**config.mk**
```make
export PLATFORM = sky130hd
export DESIGN_NAME = m_line_counter
export DESIGN_NICKNAME = d
export VERILOG_FILES = /design/src/rtl/m_line_counter.sv
export SDC_FILE = /design/constraint.sdc
export NUM_CORES = 1
export LEC_CHECK = 0
export ABC_AREA = 1
export BUFFER_PORTS_ARGS = -buffer_cell sky130_fd_sc_hd__buf_2
export CAP_MARGIN = 20
export CORE_MARGIN = 2
export CORE_UTILIZATION = 50
export DETAILED_ROUTE_END_ITERATION = 12
export PLACE_DENSITY = 0.71
export REMOVE_ABC_BUFFERS = 1
export SETUP_SLACK_MARGIN = 0.15
export SLEW_MARGIN = 20
export SYNTH_ARGS = -nofsm -noshare
export SYNTH_HDL_FRONTEND = slang
export SYNTH_SLANG_ARGS = --single-unit
```
**constraint.sdc**
```tcl
create_clock -name MasterClock -period 2.6 [get_ports MasterClock]
set_input_delay 0.26 -clock MasterClock [delete_from_list [all_inputs] [get_ports MasterClock]]
set_output_delay 0.26 -clock MasterClock [all_outputs]
set_load 0.02 [all_outputs]
```
**src/rtl/m_line_counter.sv**
```systemverilog
// ---------------------------------------------------------------------------
// m_line_counter
//
// Purpose
//   9-bit programmable line counter. Q counts up while CE is high and wraps
//   to 0 after reaching the programmable terminal value TERM, producing a
//   one-cycle TC pulse after each such terminal wrap. An optional compare
//   register CMP latches an interrupt flag IRQ whenever Q moves onto the
//   compare value; ACK clears the flag.
//
// Configuration
//   LINE_COUNTER_IRQ_EN : when defined, the CMP register, IRQ flag and ACK
//                         input are active. When undefined, no CMP register
//                         is built, IRQ is tied low, writes with SEL=1 are
//                         dropped and ACK is ignored.
//
// Ports
//   MasterClock  in   1  sole clock, rising-edge
//   RESETL       in   1  asynchronous active-low reset
//   CE           in   1  count enable
//   CLR          in   1  synchronous counter clear (priority over CE)
//   WR           in   1  register write strobe
//   SEL          in   1  write target: 0 = TERM, 1 = CMP
//   D            in   9  write data
//   ACK          in   1  interrupt acknowledge
//   Q            out  9  registered counter value
//   TC           out  1  registered terminal-count pulse
//   IRQ          out  1  registered compare-match flag
// ---------------------------------------------------------------------------
module m_line_counter (
    input  logic       MasterClock,
    input  logic       RESETL,
    input  logic       CE,
    input  logic       CLR,
    input  logic       WR,
    input  logic       SEL,
    input  logic [8:0] D,
    input  logic       ACK,
    output logic [8:0] Q,
    output logic       TC,
    output logic       IRQ
);

    localparam logic [8:0] TERM_RESET = 9'd311;

    logic [8:0] r_q;
    logic       r_tc;
    logic [8:0] r_term;

    logic       w_at_term;
    logic       w_term_wrap;
    logic [8:0] w_q_next;

    // Terminal test always uses the TERM value held before the edge, so a
    // write landing on the same edge only affects the following cycles.
    assign w_at_term   = (r_q == r_term);
    assign w_term_wrap = CE && !CLR && w_at_term;

    // Next counter value. CLR wins over CE. When TERM has been written below
    // the current count, Q simply runs on and the 9-bit add wraps 511 -> 0
    // without a terminal pulse.
    always_comb begin
        w_q_next = r_q;
        if (CLR) begin
            w_q_next = 9'd0;
        end else if (CE) begin
            if (w_at_term) begin
                w_q_next = 9'd0;
            end else begin
                w_q_next = r_q + 9'd1;
            end
        end
    end

    always_ff @(posedge MasterClock or negedge RESETL) begin
        if (!RESETL) begin
            r_q  <= 9'd0;
            r_tc <= 1'b0;
        end else begin
            r_q  <= w_q_next;
            r_tc <= w_term_wrap;
        end
    end

    always_ff @(posedge MasterClock or negedge RESETL) begin
        if (!RESETL) begin
            r_term <= TERM_RESET;
        end else if (WR && !SEL) begin
            r_term <= D;
        end
    end

    assign Q  = r_q;
    assign TC = r_tc;

`ifdef LINE_COUNTER_IRQ_EN

    localparam logic [8:0] CMP_RESET = 9'd511;

    logic [8:0] r_cmp;
    logic       r_irq;
    logic       w_irq_set;

    // A clear only counts as reaching the compare value when CMP is 0.
    // A count or wrap sets the flag when the new value equals CMP; holding
    // Q with CE low never sets it, so a parked counter cannot retrigger.
    always_comb begin
        w_irq_set = 1'b0;
        if (CLR) begin
            w_irq_set = (r_cmp == 9'd0);
        end else if (CE) begin
            w_irq_set = (w_q_next == r_cmp);
        end
    end

    always_ff @(posedge MasterClock or negedge RESETL) begin
        if (!RESETL) begin
            r_cmp <= CMP_RESET;
        end else if (WR && SEL) begin
            r_cmp <= D;
        end
    end

    // Set has priority over acknowledge on the same edge.
    always_ff @(posedge MasterClock or negedge RESETL) begin
        if (!RESETL) begin
            r_irq <= 1'b0;
        end else begin
            r_irq <= w_irq_set || (r_irq && !ACK);
        end
    end

    assign IRQ = r_irq;

`else

    logic w_unused_ack;

    assign w_unused_ack = ACK;
    assign IRQ          = 1'b0;

`endif

endmodule

```
==> results of run 1 <==
sequential cells by signal, summed over array words and instances, names as in the netlist:
signal  flops
Q           9
r_term      9
TC          1
per-stage QoR:
step           util (%)  power, W  worst slack, ns  cells
4_1_cts            59.7  0.000617             1.20    177
3_3_place_gp       58.0  0.000454             1.25    172
6_report           59.7  0.000604             1.22    177
2_1_floorplan         -  0.000426             1.22    120
5_1_grt            59.7  0.000648             1.03    177
3_5_place_dp       58.0  0.000459             1.21    172
synthesized netlist by cell type, drive strengths merged:
cell type / instances / share of area [%]
a21oi: 3 / 1.3
a31oi: 1 / 0.54
buf: 4 / 3.0
clkinv: 1 / 0.32
conb: 1 / 0.32
dfrtp: 13 / 28
dfstp: 6 / 14
ha: 1 / 1.1
inv: 11 / 3.6
mux2: 7 / 6.8
nand2: 39 / 13
nand3: 11 / 9.5
nand3b: 1 / 0.65
nand4: 1 / 0.54
nor2: 13 / 8.0
nor3: 1 / 0.86
xnor2: 8 / 7.3
xor2: 2 / 1.5
report_power, final:
group / total, W / switching [W] / internal, W
clock: 0.000152 / 0.0000946 / 0.0000574
sequential: 0.000347 / 0.0000188 / 0.000328
combinational: 0.000105 / 0.0000537 / 0.0000517
layout make-up:
type | instances | share of cell area [%]
Clock buffer | 3 | 1.71
Clock inverter | 1 | 0.379
Inverter | 12 | 3.41
Multi-Input combinational cell | 89 | 45.4
Sequential cell | 19 | 36.6
Tap cell | 28 | 2.65
Timing Repair Buffer | 25 | 9.86
worst min path at each step:
stage,slack (ns),end,cells past startpoint
final,0.18,r_term[5]$_DFFE_PN1P_,2
after global routing,0.17,r_term[5]$_DFFE_PN1P_,2
after CTS,0.17,r_term[4]$_DFFE_PN1P_,2
after detailed placement,0.23,Q[2]$_DFFE_PN0P_,1
after global placement,0.22,Q[3]$_DFFE_PN0P_,1
after floorplan,-0.04,Q[0]$_DFFE_PN0P_,0
metal layers:
| metal | track usage [%] | share of wire [%] | vias up | wire length, um |
|---|---|---|---|---|
| li1 | - | - | 434 | - |
| met1 | 23.8 | 46 | 373 | 897 |
| met2 | 28.5 | 48 | 20 | 927 |
| met3 | 3.43 | 4.3 | 5 | 84 |
| met4 | 7.69 | 1.9 | 0 | 37 |
| met5 | 0 | 0 | - | 0 |
cell families after synthesis:
logic type               count (synthesis)  share of synthesized area (%)
flip-flops                              19                           41.5
AO/OA/AOI/OAI                            4                           1.83
AND/OR/NAND/NOR                         66                           32.7
multiplexers                             7                           6.78
other                                    1                          0.323
adder cells (fa/ha/maj)                  1                           1.08
XOR/XNOR                                10                           8.83
buffers and inverters                   16                           6.89
==> metrics.md, run 1 <==
| Metric | Value |
|---|---|
| Clk slew on worst S/H paths | 0.11 ns |
| CTS Root Cell | clkbuf_4 |
| Family with the most delay on the worst path | flip-flops |
| Drc violations | 0 |
| FMAX | 724 MHz |
| Final HPWL DP | between 1000 and 1500 um |
| Final instance area | ~0.0013 mm^2 |
| Die Area | ~0.0027 mm^2 |
| Die height | 52.2 um |
| Min Hold Slack | approximately 0.18 ns |
| Area Overhead vs Synth | 13.6% |
| Area of the multi-input gates | ~600 um^2 |
| Most common cell after layout, fill and taps aside | nand2_1 |
| Routed Antenna Nets | 0 |
| Fin Clk Skew | approximately 0.0012 ns |
| # nets final | roughly 170 |
| Critical path required time | approximately 2.8 ns |
| Power per cell area | around 460 mW/mm^2 |
| ANT cells | 0 |
| Post-Syn Area | around 0.0012 mm^2 |
| Fraction of layout cells with a size suffix above 1 | between 40% and 50% |
| Min-delay src | D[5] |
| CP Capture Type | flop |
| Max incr delay on CP | around 0.49 ns |
| Area post-placement | between 0.001 and 0.0015 mm^2 |
| Reg2reg path depth | 8 |
| Hold Path Class | in -> reg |
| Setup slack, reg-to-reg | around 1.2 ns |
| DR iter-0 viols | 12 |
| Setup TNS | 0 ns |
| Syn_area_per_cell | between 9 and 10 um^2 |
| Reg2reg end | Q[8]$_DFFE_PN0P_ |
| Vias in the first global route | 805 |
| Die width | 52.2 um |
| Fill cells | 225 |
| Sinks on Clock Net | 19 |
| Hold Vio Cnt, Final | 0 |
| CTS resizes | 0 |
| Min Tclk post-route | 1.38 ns |
| Worst Setup EP | Q[8]$_DFFE_PN0P_ |
| FF+latch count, synth | 19 |
| Setup bufs post-CTS | 0 |
| Crit path max fanout | 5 |
| Most frequent cells in the layout | nand2_1 (38), buf_2 (24), dfrtp_1 (13) |
| Slew @ Worst Pin | approximately 0.61 ns |
| Unrepaired setup endpoints after global routing | no |
| First-pass GRT wire length | approximately 3500 um |
| Floorplan row count | 17 |
| Register area | 483 um^2 |
| IO buf count | 24 |
| Most frequent CP cell | nand2_1 |
| Post-cts hold buffer count | 1 |
| Largest net degree at the start of global routing | 20 |
| Worst Setup SP | Q[1]$_DFFE_PN0P_ |
| Status | finished, final reports clean |
| Ports | 27 |
| WP data arrival | 1.59 ns |
| Area of the core | 0.00221 mm^2 |
| TritonCTS clock tree | built |
| Worst VDD drop | around 0.35 mV |
| Crit share post-route | a little over half |
| DR vias/cell | between 4 and 5 |
| Clk_lat worst skew | 0.30 ns |
| Master of the slowest instance on the critical path | dfrtp_1 |
| Synth warn | 0 |
| # setup viols final | 0 |
| Initial Util | between 50% and 60% |
| Rel. slew slack | about three fifths |
| Detailed-route via count | around 830 |
| Gr ovfl total | 0 |
| Antenna violations before repair | 0 |
| Gpl congestion | between 0.8 and 0.9 |
| DRT Wirelength | 1950 um |
| Final Slew Violations | 0 |
| Worst Setup Path Type | reg -> reg |
| Seq/Total Area, Yosys | 41.6% |
| Total iterations of the first detailed-routing run | 4 |
| Number of H-tree levels | 1 |
| Mapped Cells | around 120 |
| Buffer depth of the longest clock path | 2 |
| Number of CTS-inserted buffers | 3 |
| Total track usage | around 18% |
| RR Startpoint | Q[1]$_DFFE_PN0P_ |
| Leakage power | roughly 0.66 nW |
| Crit-path cells | ha_1 > nand2_1 > nor2_1 > nand4_1 > nand2_1 > clkinv_1 > nand3_2 > nand2_1 |
| Max_cap viols | 0 |
| Crit start category | flop |
| Synth unique cells | 26 |
| CP Depth | 8 |
| DR WL/cell | 11.0 um |
| CP Buf/Inv Count | 1 |
Note: power is estimated with default switching activity, not from simulation.
==> run 2, diff against run 1 <==
--- a/config.mk
+++ b/config.mk
@@ -5,13 +5,13 @@
 export SDC_FILE = /design/constraint.sdc
 export NUM_CORES = 1
 export LEC_CHECK = 0
-export ABC_AREA = 1
+export ABC_AREA = 0
 export BUFFER_PORTS_ARGS = -buffer_cell sky130_fd_sc_hd__buf_2
 export CAP_MARGIN = 20
 export CORE_MARGIN = 2
 export CORE_UTILIZATION = 50
 export DETAILED_ROUTE_END_ITERATION = 12
-export PLACE_DENSITY = 0.71
+export PLACE_DENSITY = 0.72
 export REMOVE_ABC_BUFFERS = 1
 export SETUP_SLACK_MARGIN = 0.15
 export SLEW_MARGIN = 20
==> constraint.sdc (replaced) <==
create_clock -name MasterClock -period 1.4 [get_ports MasterClock]
set_input_delay 0.14 -clock MasterClock [delete_from_list [all_inputs] [get_ports MasterClock]]
set_output_delay 0.14 -clock MasterClock [all_outputs]
set_load 0.02 [all_outputs]
==> run 2 against run 1 <==
  * The run now ends with negative setup slack left
  * First-iteration DRC count fell by 50%
  * Clock-buffer cell count stayed put
  * Sequential power increased by 94%
  * Critical path type unchanged
  * Highest routed layer unchanged
==> metrics.md, run 2 <==
| Metric | Value |
|---|---|
| Final instance area | 0.00137 mm^2 (+4.1%) |
| Clk_lat worst skew | 0.29 ns (about the same) |
| Mapped Cells | 88 (-29%) |
| DR vias/cell | 5.08 (+8.0%) |
| Reg2reg end | TC$_DFF_PN0_ |
| Area of the core | 0.00192 mm^2 (-13%) |
| Commonest cells in the netlist | dfrtp_1 (13), xnor2_1 (10), mux2_2 (9), nor3_1 (8) |
| Post-synth EDFFs | 0 (unchanged) |
| Setup bufs post-CTS | 0 (unchanged) |
| Initial Util | 52.3% (-0.20 points) |
| CP Buf/Inv Count | 1 (unchanged) |
| Family with the most delay on the worst path | simple AND/OR/NAND/NOR gates |
| Die height | 48.9 um (-6.4%) |
| Die Area | 0.00239 mm^2 (-12%) |
| TritonCTS clock tree | built |
| Setup slack, reg-to-reg | -0.1 ns (-1.32 ns) |
| Share of Yosys cell area claimed by the top area cell type | 32.3% (+4.4 points) |
| Critical path required time | 1.62 ns (-1.19 ns) |
| Reg2reg path depth | 4 (-4) |
| Synth area leader | dfrtp_1 |
| Fraction of layout cells with a size suffix above 1 | 60.0% (+17 points) |
| CP Capture Type | flop |
| Max incr delay on CP | 0.57 ns (+0.08 ns) |
| DR WL/cell | 13.5 um (+23%) |
| Number of CTS-inserted buffers | 3 (unchanged) |
| FF+latch count, synth | 19 (unchanged) |
| Floorplan row count | 16 (-1) |
| Die width | 48.9 um (-6.4%) |
| Top cells by area, synth | dfrtp_1 (32%), dfstp_2 (16%), mux2_2 (10%) |
| Ys flop type | dfrtp_1 |
| Power share of the clock group | 21.5% (-3.6 points) |
| Seq/Total Area, Yosys | 48.0% (+6.5 points) |
| WP data arrival | 1.72 ns (+0.13 ns) |
| Number of H-tree levels | 1 (unchanged) |
| Gr ovfl total | 0 (unchanged) |
| Detailed-route via count | 797 (-4.2%) |
| Int Power | 0.000908 W (+110%) |
| Ports | 27 (unchanged) |
| Hold Path Class | in -> reg |
| CP Depth | 4 (-4) |
| Master of the slowest instance on the critical path | dfstp_2 |
| Status | finished with violations |
| Final core occ | 71.5% (+12 points) |
| Fill cells | 156 (-31%) |
| Worst Setup SP | r_term[8]$_DFFE_PN1P_ |
| # nets final | 148 (-11%) |
| Syn_area_per_cell | 11.4 um^2 (+22%) |
| Synth warn | 0 (unchanged) |
| Power per cell area | 930 mW/mm^2 (+100%) |
| Reg power frac | 52.5% (-4.9 points) |
| Crit share post-route | 107% (+54 points) |
| Synth async-reset ratio | 100% (unchanged) |
| Crit start category | flop |
| Worst Setup EP | TC$_DFF_PN0_ |
| Most frequent cell after synthesis | dfrtp_1 |
| Vias in the first global route | 818 (+1.6%) |
| Fin Clk Skew | 0.00473 ns (+0.00353 ns) |
| Gpl congestion | 0.874 (+1.5%) |
| Final Power | 0.00128 W (+110%) |
| Final HPWL DP | 1700 um (+14%) |
| IO buf count | 24 (unchanged) |
| Area Overhead vs Synth | 36.6% |
| Worst setup margin | -0.0964 ns (-1.32 ns) |
| Leakage power | 0.625 nW (-5.3%) |
| Routed Antenna Nets | 0 (unchanged) |
| DRT Wirelength | 2130 um (+9.2%) |
| Max_cap viols | 0 (unchanged) |
| Largest net degree at the start of global routing | 20 (unchanged) |
| Combinational power share | 26.0% (+8.6 points) |
| Antenna violations before repair | 0 (unchanged) |
| Hold Vio Cnt, Final | 0 (unchanged) |
| DR iter-0 viols | 6 (-6) |
| Worst VDD drop | 0.818 mV (+140%) |
| Worst Setup Path Type | reg -> reg |
| Unrepaired setup endpoints after global routing | yes |
| Crit-path cells | xor2_2 > buf_4 > or4_4 > nor3_2 |
| Failing checks | negative setup slack |
| Crit path max fanout | 2 (-3) |
| ANT cells | 0 (unchanged) |
| Sw Ratio | 28.9% (+1.3 points) |
| RR Startpoint | r_term[8]$_DFFE_PN1P_ |
| Synth unique cells | 27 (+3.8%) |
| Most frequent cells in the layout | buf_2 (24), buf_4 (17), dfrtp_1 (13) |
| Post-Syn Area | 0.00101 mm^2 (-13%) |
| Area post-placement | 0.00127 mm^2 (-1.2%) |
| Final Slew Violations | 0 (unchanged) |
| Min Tclk post-route | 1.50 ns (+0.115 ns) |
| Total track usage | 20.1% (+2.2 points) |
| Switch Pwr | 0.000370 W (+120%) |
| Clk slew on worst S/H paths | 0.11 ns (about the same) |
| FMAX | 668 MHz (-7.7%) |
| Buffer depth of the longest clock path | 2 (unchanged) |
| # setup viols final | 9 (+9) |
| Min Hold Slack | 0.0721 ns (-0.109 ns) |
| Drc violations | 0 (unchanged) |
| CTS Root Cell | clkbuf_4 |
| Total iterations of the first detailed-routing run | 4 (unchanged) |
| Setup TNS | -0.690 ns (-0.690 ns) |
| Most common cell after layout, fill and taps aside | buf_2 |
| Sinks on Clock Net | 19 (unchanged) |
| First-pass GRT wire length | 3610 um (+2.4%) |
==> run 2: cell types whose count changed after synthesis, moves of 3 or more <==
cell     before  now
nor2_1        7    3
nand3_2      11    0
xnor2_1       6   10
nor3_1        0    8
nand4_1       1    6
xor2_1        2    5
nand2_1      38    6
inv_1         9    1
nor2_4        3    0
==> run 2: worst min-delay path by stage <==
stage,cells past startpoint,start,end
after floorplan,0,RESETL,Q[0]$_DFFE_PN0P_
after global placement,1,RESETL,Q[0]$_DFFE_PN0P_
after detailed placement,1,RESETL,Q[2]$_DFFE_PN0P_
after CTS,2,D[6],r_term[6]$_DFFE_PN0P_
after global routing,2,D[1],r_term[1]$_DFFE_PN1P_
final,2,D[3],r_term[3]$_DFFE_PN0P_
==> run 2: per-stage QoR <==
step | cells | setup WS, ns
2_1_floorplan | 84 | -0.0673
3_3_place_gp | 152 | -0.0478
3_5_place_dp | 152 | -0.0958
4_1_cts | 157 | -0.0983
5_1_grt | 157 | -0.146
6_report | 157 | -0.0964
==> run 2: layer usage <==
layer,vias up,GRT usage [%],part of all wire (%)
met1,386,23.2,43
met2,22,37.0,52
li1,387,-,-
met5,-,0,0
met3,2,4.60,5.0
met4,0,5.71,0.56
==> run 2: power by group through the flow <==
stage | registers (W) | clock network [W] | logic [W]
6_report | 0.000672 | 0.000274 | 0.000332
5_1_grt | 0.000679 | 0.000303 | 0.000365
4_1_cts | 0.000671 | 0.000285 | 0.000332
3_5_place_dp | 0.000674 | 0 | 0.000309
3_3_place_gp | 0.000670 | 0 | 0.000296
2_1_floorplan | 0.000684 | 0 | 0.000159
==> run 2: cells by family (layout without fill, tap and decap cells) <==
group	count (synthesis)	after routing	synth area share (%)
AO/OA/AOI/OAI	4	4	2.24
XOR/XNOR	17	17	16.3
adder cells (fa/ha/maj)	1	1	1.24
buffers and inverters	5	47	2.36
flip-flops	19	19	48.0
multiplexers	9	9	10.1
other	1	1	0.373
AND/OR/NAND/NOR	32	32	19.4
==> run 2: area by class of cell <==
type	count	area (um^2)	share of cell area [%]
Multi-Input combinational cell	64	568	41.3
Sequential cell	19	483	35.2
Inverter	1	3.75	0.273
Timing Repair Buffer	42	258	18.8
Clock buffer	3	22.5	1.64
Clock inverter	1	5.00	0.364
Tap cell	27	33.8	2.46
==> run 2: what timing repair did <==
item                                    4_1_cts  5_1_grt
pin swaps                                     7        2
endpoints found under the setup margin       10       10
gates resized for setup                      10        3
hold buffers                                  1        0
endpoints found under the hold margin        13        0
